[config.mk]
export PLATFORM = sky130hd
export DESIGN_NAME = tcm_load_ctrl_flat
export DESIGN_NICKNAME = d
export VERILOG_FILES = /design/src/rtl/tcm_load_ctrl_if.sv /design/src/rtl/tcm_load_ctrl.sv /design/src/flat_wrapper.sv
export SDC_FILE = /design/constraint.sdc
export NUM_CORES = 1
export LEC_CHECK = 0
export CORE_ASPECT_RATIO = 2
export CORE_UTILIZATION = 40
export CTS_BUF_LIST = sky130_fd_sc_hd__clkbuf_4 sky130_fd_sc_hd__clkbuf_8
export CTS_CLUSTER_SIZE = 25
export DETAILED_ROUTE_END_ITERATION = 10
export DONT_BUFFER_PORTS = 1
export PLACE_DENSITY_LB_ADDON = 0.05
export SYNTH_ARGS = -nofsm -noshare
export SYNTH_HDL_FRONTEND = slang
export SYNTH_SLANG_ARGS = --single-unit
[constraint.sdc]
create_clock -name s_axis_aclk -period 2.15 [get_ports s_axis_aclk]
set_input_delay 0.5375 -clock s_axis_aclk [delete_from_list [all_inputs] [get_ports s_axis_aclk]]
set_output_delay 0.5375 -clock s_axis_aclk [all_outputs]
set_load 0.005 [all_outputs]
[src/rtl/tcm_load_ctrl_if.sv]
// AXI-Stream slave bundle feeding the TCM load sequencer.
// The master side drives data; the slave side answers with tready.
interface tcm_load_ctrl_if #(
  parameter int C_S_AXIS_TDATA_WIDTH = 32
);
  logic [C_S_AXIS_TDATA_WIDTH-1:0] tdata;
  logic                            tvalid;
  logic                            tlast;
  logic                            tready;

  modport master (output tdata, output tvalid, output tlast, input tready);
  modport slave  (input tdata, input tvalid, input tlast, output tready);
endinterface

[src/rtl/tcm_load_ctrl.sv]
// Fills a programmed, wrapping TCM window from an AXI-Stream packet.
// Enforces the programmed length against TLAST and reports sticky status.
//
//   state | meaning
//   ------+---------------------------------------------------------
//   IDLE  | waiting for a start edge; stream not accepted
//   LOAD  | writing accepted beats to consecutive TCM addresses
//   DRAIN | length reached without tlast; discard until tlast
//   DONE  | one-cycle completion, done_irq high
module tcm_load_ctrl #(
  parameter int C_S_AXIS_TDATA_WIDTH = 32
) (
  input  logic                            s_axis_aclk,
  input  logic                            s_axis_aresetn,
  input  logic [31:0]                     ctrl_word,
  tcm_load_ctrl_if.slave                  s_axis,
  output logic [C_S_AXIS_TDATA_WIDTH-1:0] tcm_wdata,
  output logic                            tcm_wr_en,
  output logic [4:0]                      tcm_addr_out,
  output logic [31:0]                     status_word,
  output logic                            done_irq
);

  typedef enum logic [1:0] {IDLE, LOAD, DRAIN, DONE} state_t;

  state_t     state;
  logic       start_q;
  logic       busy;
  logic       done;
  logic       early_tlast;
  logic       overrun;
  logic       aborted;
  logic [4:0] addr;
  logic [4:0] len_m1;
  logic [5:0] count;

  logic start_edge;
  logic abort;
  logic beat;
  logic last_word;
  logic unused_ctrl;

  assign start_edge = ctrl_word[0] & ~start_q;
  assign abort      = ctrl_word[1];
  assign beat       = s_axis.tvalid & s_axis.tready;
  assign last_word  = (count == {1'b0, len_m1});
  assign unused_ctrl = ^{ctrl_word[31:21], ctrl_word[15:13], ctrl_word[7:2]};

  assign s_axis.tready = (state == LOAD) || (state == DRAIN);
  assign status_word   = {18'd0, count, 3'd0, aborted, overrun, early_tlast, done, busy};

  always_ff @(posedge s_axis_aclk or negedge s_axis_aresetn) begin
    if (!s_axis_aresetn) begin
      state        <= IDLE;
      start_q      <= 1'b0;
      busy         <= 1'b0;
      done         <= 1'b0;
      early_tlast  <= 1'b0;
      overrun      <= 1'b0;
      aborted      <= 1'b0;
      addr         <= '0;
      len_m1       <= '0;
      count        <= '0;
      tcm_wr_en    <= 1'b0;
      tcm_addr_out <= '0;
      tcm_wdata    <= '0;
      done_irq     <= 1'b0;
    end else begin
      start_q   <= ctrl_word[0];
      tcm_wr_en <= 1'b0;
      done_irq  <= 1'b0;
      case (state)
        IDLE: begin
          if (start_edge && !abort) begin
            addr        <= ctrl_word[12:8];
            len_m1      <= ctrl_word[20:16];
            count       <= '0;
            done        <= 1'b0;
            early_tlast <= 1'b0;
            overrun     <= 1'b0;
            aborted     <= 1'b0;
            busy        <= 1'b1;
            state       <= LOAD;
          end
        end
        LOAD: begin
          // A beat coinciding with abort is still committed to the TCM.
          if (beat) begin
            tcm_wr_en    <= 1'b1;
            tcm_addr_out <= addr;
            tcm_wdata    <= s_axis.tdata;
            addr         <= addr + 5'd1;
            count        <= count + 6'd1;
          end
          if (abort) begin
            state   <= IDLE;
            busy    <= 1'b0;
            aborted <= 1'b1;
          end else if (beat) begin
            if (last_word) begin
              if (s_axis.tlast) begin
                state    <= DONE;
                done_irq <= 1'b1;
              end else begin
                overrun <= 1'b1;
                state   <= DRAIN;
              end
            end else if (s_axis.tlast) begin
              early_tlast <= 1'b1;
              state       <= DONE;
              done_irq    <= 1'b1;
            end
          end
        end
        DRAIN: begin
          if (abort) begin
            state   <= IDLE;
            busy    <= 1'b0;
            aborted <= 1'b1;
          end else if (beat && s_axis.tlast) begin
            state    <= DONE;
            done_irq <= 1'b1;
          end
        end
        DONE: begin
          // done is set on leaving DONE so an abort seen here can suppress it.
          state <= IDLE;
          busy  <= 1'b0;
          if (abort) aborted <= 1'b1;
          else       done    <= 1'b1;
        end
        default: state <= IDLE;
      endcase
    end
  end

endmodule

[src/flat_wrapper.sv]
// flat-port wrapper written by rule: the top's interface ports become plain ports
module tcm_load_ctrl_flat 
#(
  parameter int C_S_AXIS_TDATA_WIDTH = 32
)
  (s_axis_aclk, s_axis_aresetn, ctrl_word, tcm_wdata, tcm_wr_en, tcm_addr_out, status_word, done_irq, s_axis_tdata, s_axis_tvalid, s_axis_tlast, s_axis_tready);
  tcm_load_ctrl_if #(.C_S_AXIS_TDATA_WIDTH(C_S_AXIS_TDATA_WIDTH)) s_axis_i ();
  input  logic s_axis_aclk;
  input  logic s_axis_aresetn;
  input  logic [31:0] ctrl_word;
  output logic [C_S_AXIS_TDATA_WIDTH-1:0] tcm_wdata;
  output logic tcm_wr_en;
  output logic [4:0] tcm_addr_out;
  output logic [31:0] status_word;
  output logic done_irq;
  input wire logic [$bits(s_axis_i.tdata)-1:0] s_axis_tdata;
  input wire logic [$bits(s_axis_i.tvalid)-1:0] s_axis_tvalid;
  input wire logic [$bits(s_axis_i.tlast)-1:0] s_axis_tlast;
  output wire logic [$bits(s_axis_i.tready)-1:0] s_axis_tready;
  assign s_axis_i.tdata = s_axis_tdata;
  assign s_axis_i.tvalid = s_axis_tvalid;
  assign s_axis_i.tlast = s_axis_tlast;
  assign s_axis_tready = s_axis_i.tready;
  tcm_load_ctrl #(.C_S_AXIS_TDATA_WIDTH(C_S_AXIS_TDATA_WIDTH)) u_core (.s_axis_aclk(s_axis_aclk), .s_axis_aresetn(s_axis_aresetn), .ctrl_word(ctrl_word), .s_axis(s_axis_i), .tcm_wdata(tcm_wdata), .tcm_wr_en(tcm_wr_en), .tcm_addr_out(tcm_addr_out), .status_word(status_word), .done_irq(done_irq));
endmodule
==> impl_metrics.sql <==
INSERT INTO impl_metrics (metric_group, metric, value, unit) VALUES
('drt', 'drt_iter0_markers', '93', ''),
('global_routing', 'grt_antenna_before_repair', '0', ''),
('sta', 'setup_viol_count_final', '0', ''),
('cts', 'cts_max_path_buffers', '2', ''),
('synthesis', 'synth_largest_area_cell', 'dfrtp_1', ''),
('finish', 'final_cell_mix', 'dfrtp_1 (63), mux2_1 (42), conb_1 (21), nand2_1 (13), o21ai_1 (12)', ''),
('cts', 'cts-root-buf', 'clkbuf_8', ''),
('floorplanning', 'start_util', '0.418', ''),
('run_status', 'run_status', 'completed', ''),
('worst_setup_path', 'crit_path_start_kind', 'flip-flop', ''),
('synthesis', 'yosys-top-cells-area', 'dfrtp_1 (54%), mux2_1 (16%), buf_4 (6.7%), ha_1 (2.6%), o21ai_1 (2.1%)', ''),
('finish', 'fraction_of_final_layout_cells_with_drive_strength_greater_than_1', '0.124', ''),
('worst_setup_path', 'arrival', '2.18', 'ns'),
('finish', 'finish.cell_count_without_fillers', '339', ''),
('worst_setup_path', 'cell_family_with_most_cp_delay', 'compound AO/OA/AOI/OAI gates', ''),
('synthesis', 'synthFlopType', 'dfrtp_1', ''),
('global_routing', 'groute.usage.overall', '0.158', ''),
('synthesis', 'synth-seq-cells', '63', ''),
('worst_setup_path', 'critical_path.max_stage_delay', '0.42', 'ns'),
('cts', 'numCtsBuffers', '9', ''),
('sta', 'finalWorstPathRequiredPeriod', '1.96', 'ns'),
('synthesis', 'synth_seq_area_share', '0.539', ''),
('place', 'place.port_buffers', '0', ''),
('floorplanning', 'die-width', '62.5', 'µm'),
('worst_setup_path', 'slowest_cell_on_the_critical_path', 'dfrtp_1', ''),
('worst_setup_path', 'path_type_of_the_worst_setup_path', 'flip-flop to flip-flop', ''),
('synthesis', 'syn_area', '2930', 'µm²'),
('finish', 'antenna_fix_cells', '0', ''),
('place', 'place_hpwl', '4180', 'µm'),
('power', 'worst_ir_drop_vdd', '0.681', 'mV'),
('worst_setup_path', 'cp_num_buf_inv', '2', ''),
('global_routing', 'globalRouteOverflowTotal', '0', ''),
('place', 'placed_cell_area', '2930', 'µm²'),
('floorplanning', 'top_level_ports', '140', ''),
('sta', 'period_share', '0.912', ''),
('cts', 'cts_tree', 'yes', ''),
('sta', 'clock_skew', '0.00538', 'ns'),
('worst_setup_path', 'timing.critical_path.fanout_max', '5', ''),
('floorplanning', 'chipHeight', '123', 'µm'),
('finish', 'layout-area-overhead-vs-synth', '8.81', '%'),
('floorplanning', 'num_rows', '43', ''),
('drt', 'totalWireLength', '5530', 'µm'),
('worst_setup_path', 'path_cells', 'inv_1, ha_1, buf_4, a2bb2oi_1, a21oi_1, o21ai_1, a31oi_4, mux2_4', ''),
('drt', 'dr.pass1.iters', '4', ''),
('drt', 'post_drt_wl_per_cell', '16.3', 'µm'),
('synthesis', 'synthDominantCellAreaShare', '0.539', ''),
('run', 'timing.max_cap.violations', '0', ''),
('finish', 'layout.core_utilization', '0.455', ''),
('floorplanning', 'floorplan.die_area', '7680', 'µm²'),
('sta', 'rsz0062_at_grt', 'false', ''),
('global_routing', 'grt_start_max_net_pins', '64', ''),
('sta', 'final.setup.worst_slack', '0.189', 'ns'),
('sta', 'hold_viol', '0', ''),
('finish', 'layout.cell_area.non_filler', '3180', 'µm²'),
('sta', 'fin_tns_setup', '0', 'ns'),
('hold_path', 'hold_path.class', 'input pin to async pin', ''),
('worst_setup_path', 'worstSetupEndpointType', 'flip-flop', ''),
('synthesis', 'number_of_synthesized_flops_with_an_enable_pin', '0', ''),
('finish', 'final_common_cell', 'dfrtp_1', ''),
('synthesis', 'syn_avg_cell_area', '12.2', 'µm²'),
('synthesis', 'fraction_of_registers_with_async_set_or_reset_after_synthesis', '1.00', ''),
('power', 'leakage', '1.43', 'nW'),
('place', 'dp_cells', '322', ''),
('worst_setup_path', 'cp_data_required_time', '2.37', 'ns'),
('drt', 'drcViolationCount', '0', ''),
('sta', 'fmax', '510', 'MHz'),
('place', 'place.gp.congestion', '0.752', ''),
('cts', 'cts.clk_slew.worst_paths', '0.07', 'ns'),
('floorplanning', 'core', '6990', 'µm²'),
('place', 'preCtsSetupSlack', '0.189', 'ns'),
('power', 'power_density', '1520', 'nW/µm²');
report_power, final:
part	total, W	internal [W]	switching, W	leakage [nW]
registers	0.00221	0.00174	0.000473	0.762
clock network	0.00112	0.000680	0.000442	0.116
logic	0.00149	0.000724	0.000766	0.554
total	0.00483	0.00315	0.00168	1.43
sequential cells by signal (all words and copies together) (netlist names):
name / cells
u_core.tcm_wdata: 32
u_core.count: 6
u_core.addr: 5
u_core.len_m1: 5
u_core.tcm_addr_out: 5
u_core.state: 2
u_core.aborted: 1
u_core.busy: 1
u_core.done: 1
u_core.done_irq: 1
u_core.early_tlast: 1
u_core.overrun: 1
u_core.start_q: 1
u_core.tcm_wr_en: 1
cells in the mapped netlist, types with 3 or more instances:
cell and number:
ha_1 6, nor2_1 7, nand2_1 13, dfrtp_1 63, o22ai_1 4, nand3_1 5, o21a_1 3, nor3_1 4
buf_4 26, inv_1 7, mux2_1 42, o21ai_1 12, buf_2 7, a21oi_1 11, xor2_1 3
routing by layer:
| layer | GRT usage | up-vias | wire [µm] |
|---|---|---|---|
| met3 | 0.0507 | 11 | 364 |
| met1 | 0.161 | 814 | 1940 |
| met2 | 0.277 | 83 | 3070 |
| met4 | 0.0959 | 0 | 156 |
| li1 | - | 801 | - |
| met5 | 0 | - | 0 |
cell families after synthesis:
kind of cell    Yosys count  share of synthesized area
compound gates           38                     0.0817
xor+xnor                  5                     0.0150
fa+ha+maj                 6                     0.0257
buf+inv                  42                     0.0903
flops                    63                      0.539
mux                      46                      0.179
other cells               1                    0.00128
simple gates             39                     0.0684
worst reg2reg max path: cells and delay by family (launching register included):
family                     cells  cell delay [ns]
adders and majority gates      1             0.27
buffers and inverters          2             0.28
muxes                          1             0.30
AOI/OAI and AO/OA              4             0.56
DFF                            1             0.42
cell type report:
| class | instances | area (µm²) |
|---|---|---|
| Clock buffer | 10 | 138 |
| Clock inverter | 6 | 83.8 |
| Fill cell | 659 | 3810 |
| Inverter | 9 | 33.8 |
| Multi-Input combinational cell | 155 | 1160 |
| Sequential cell | 63 | 1580 |
| Tap cell | 90 | 113 |
| Timing Repair Buffer | 6 | 77.6 |
through the flow:
| step | hold slack, ns | total power (W) |
|---|---|---|
| floorplan | 0.242 | 0.00336 |
| global placement | 0.243 | 0.00366 |
| detailed placement | 0.244 | 0.00373 |
| CTS | 0.0617 | 0.00490 |
| global route | 0.0626 | 0.00520 |
| finish | 0.0613 | 0.00483 |
worst paths after layout:
path                            slack [ns]                   end        startpoint  cells past startpoint
worst max register to register        0.19       u_core.state[1]   u_core.state[1]                      8
min in group s_axis_aclk              0.23        u_core.start_q      ctrl_word[0]                      0
worst min-delay path                  0.06  u_core.tcm_wdata[26]    s_axis_aresetn                      1
worst min register to register        0.51      u_core.len_m1[3]  u_core.len_m1[3]                      1
max in group asynchronous             1.81        u_core.addr[4]    s_axis_aresetn                      1
worst max-delay path                  0.19       u_core.state[1]   u_core.state[1]                      8
timing repair:
action                     in CTS  in global routing
hold endpoints to repair       63                  0
hold buffers                    1                  0
setup endpoints to repair       0                  3
setup buffers                   0                  0
resized for setup               0                  1
Power figures use the tool's default switching activity.
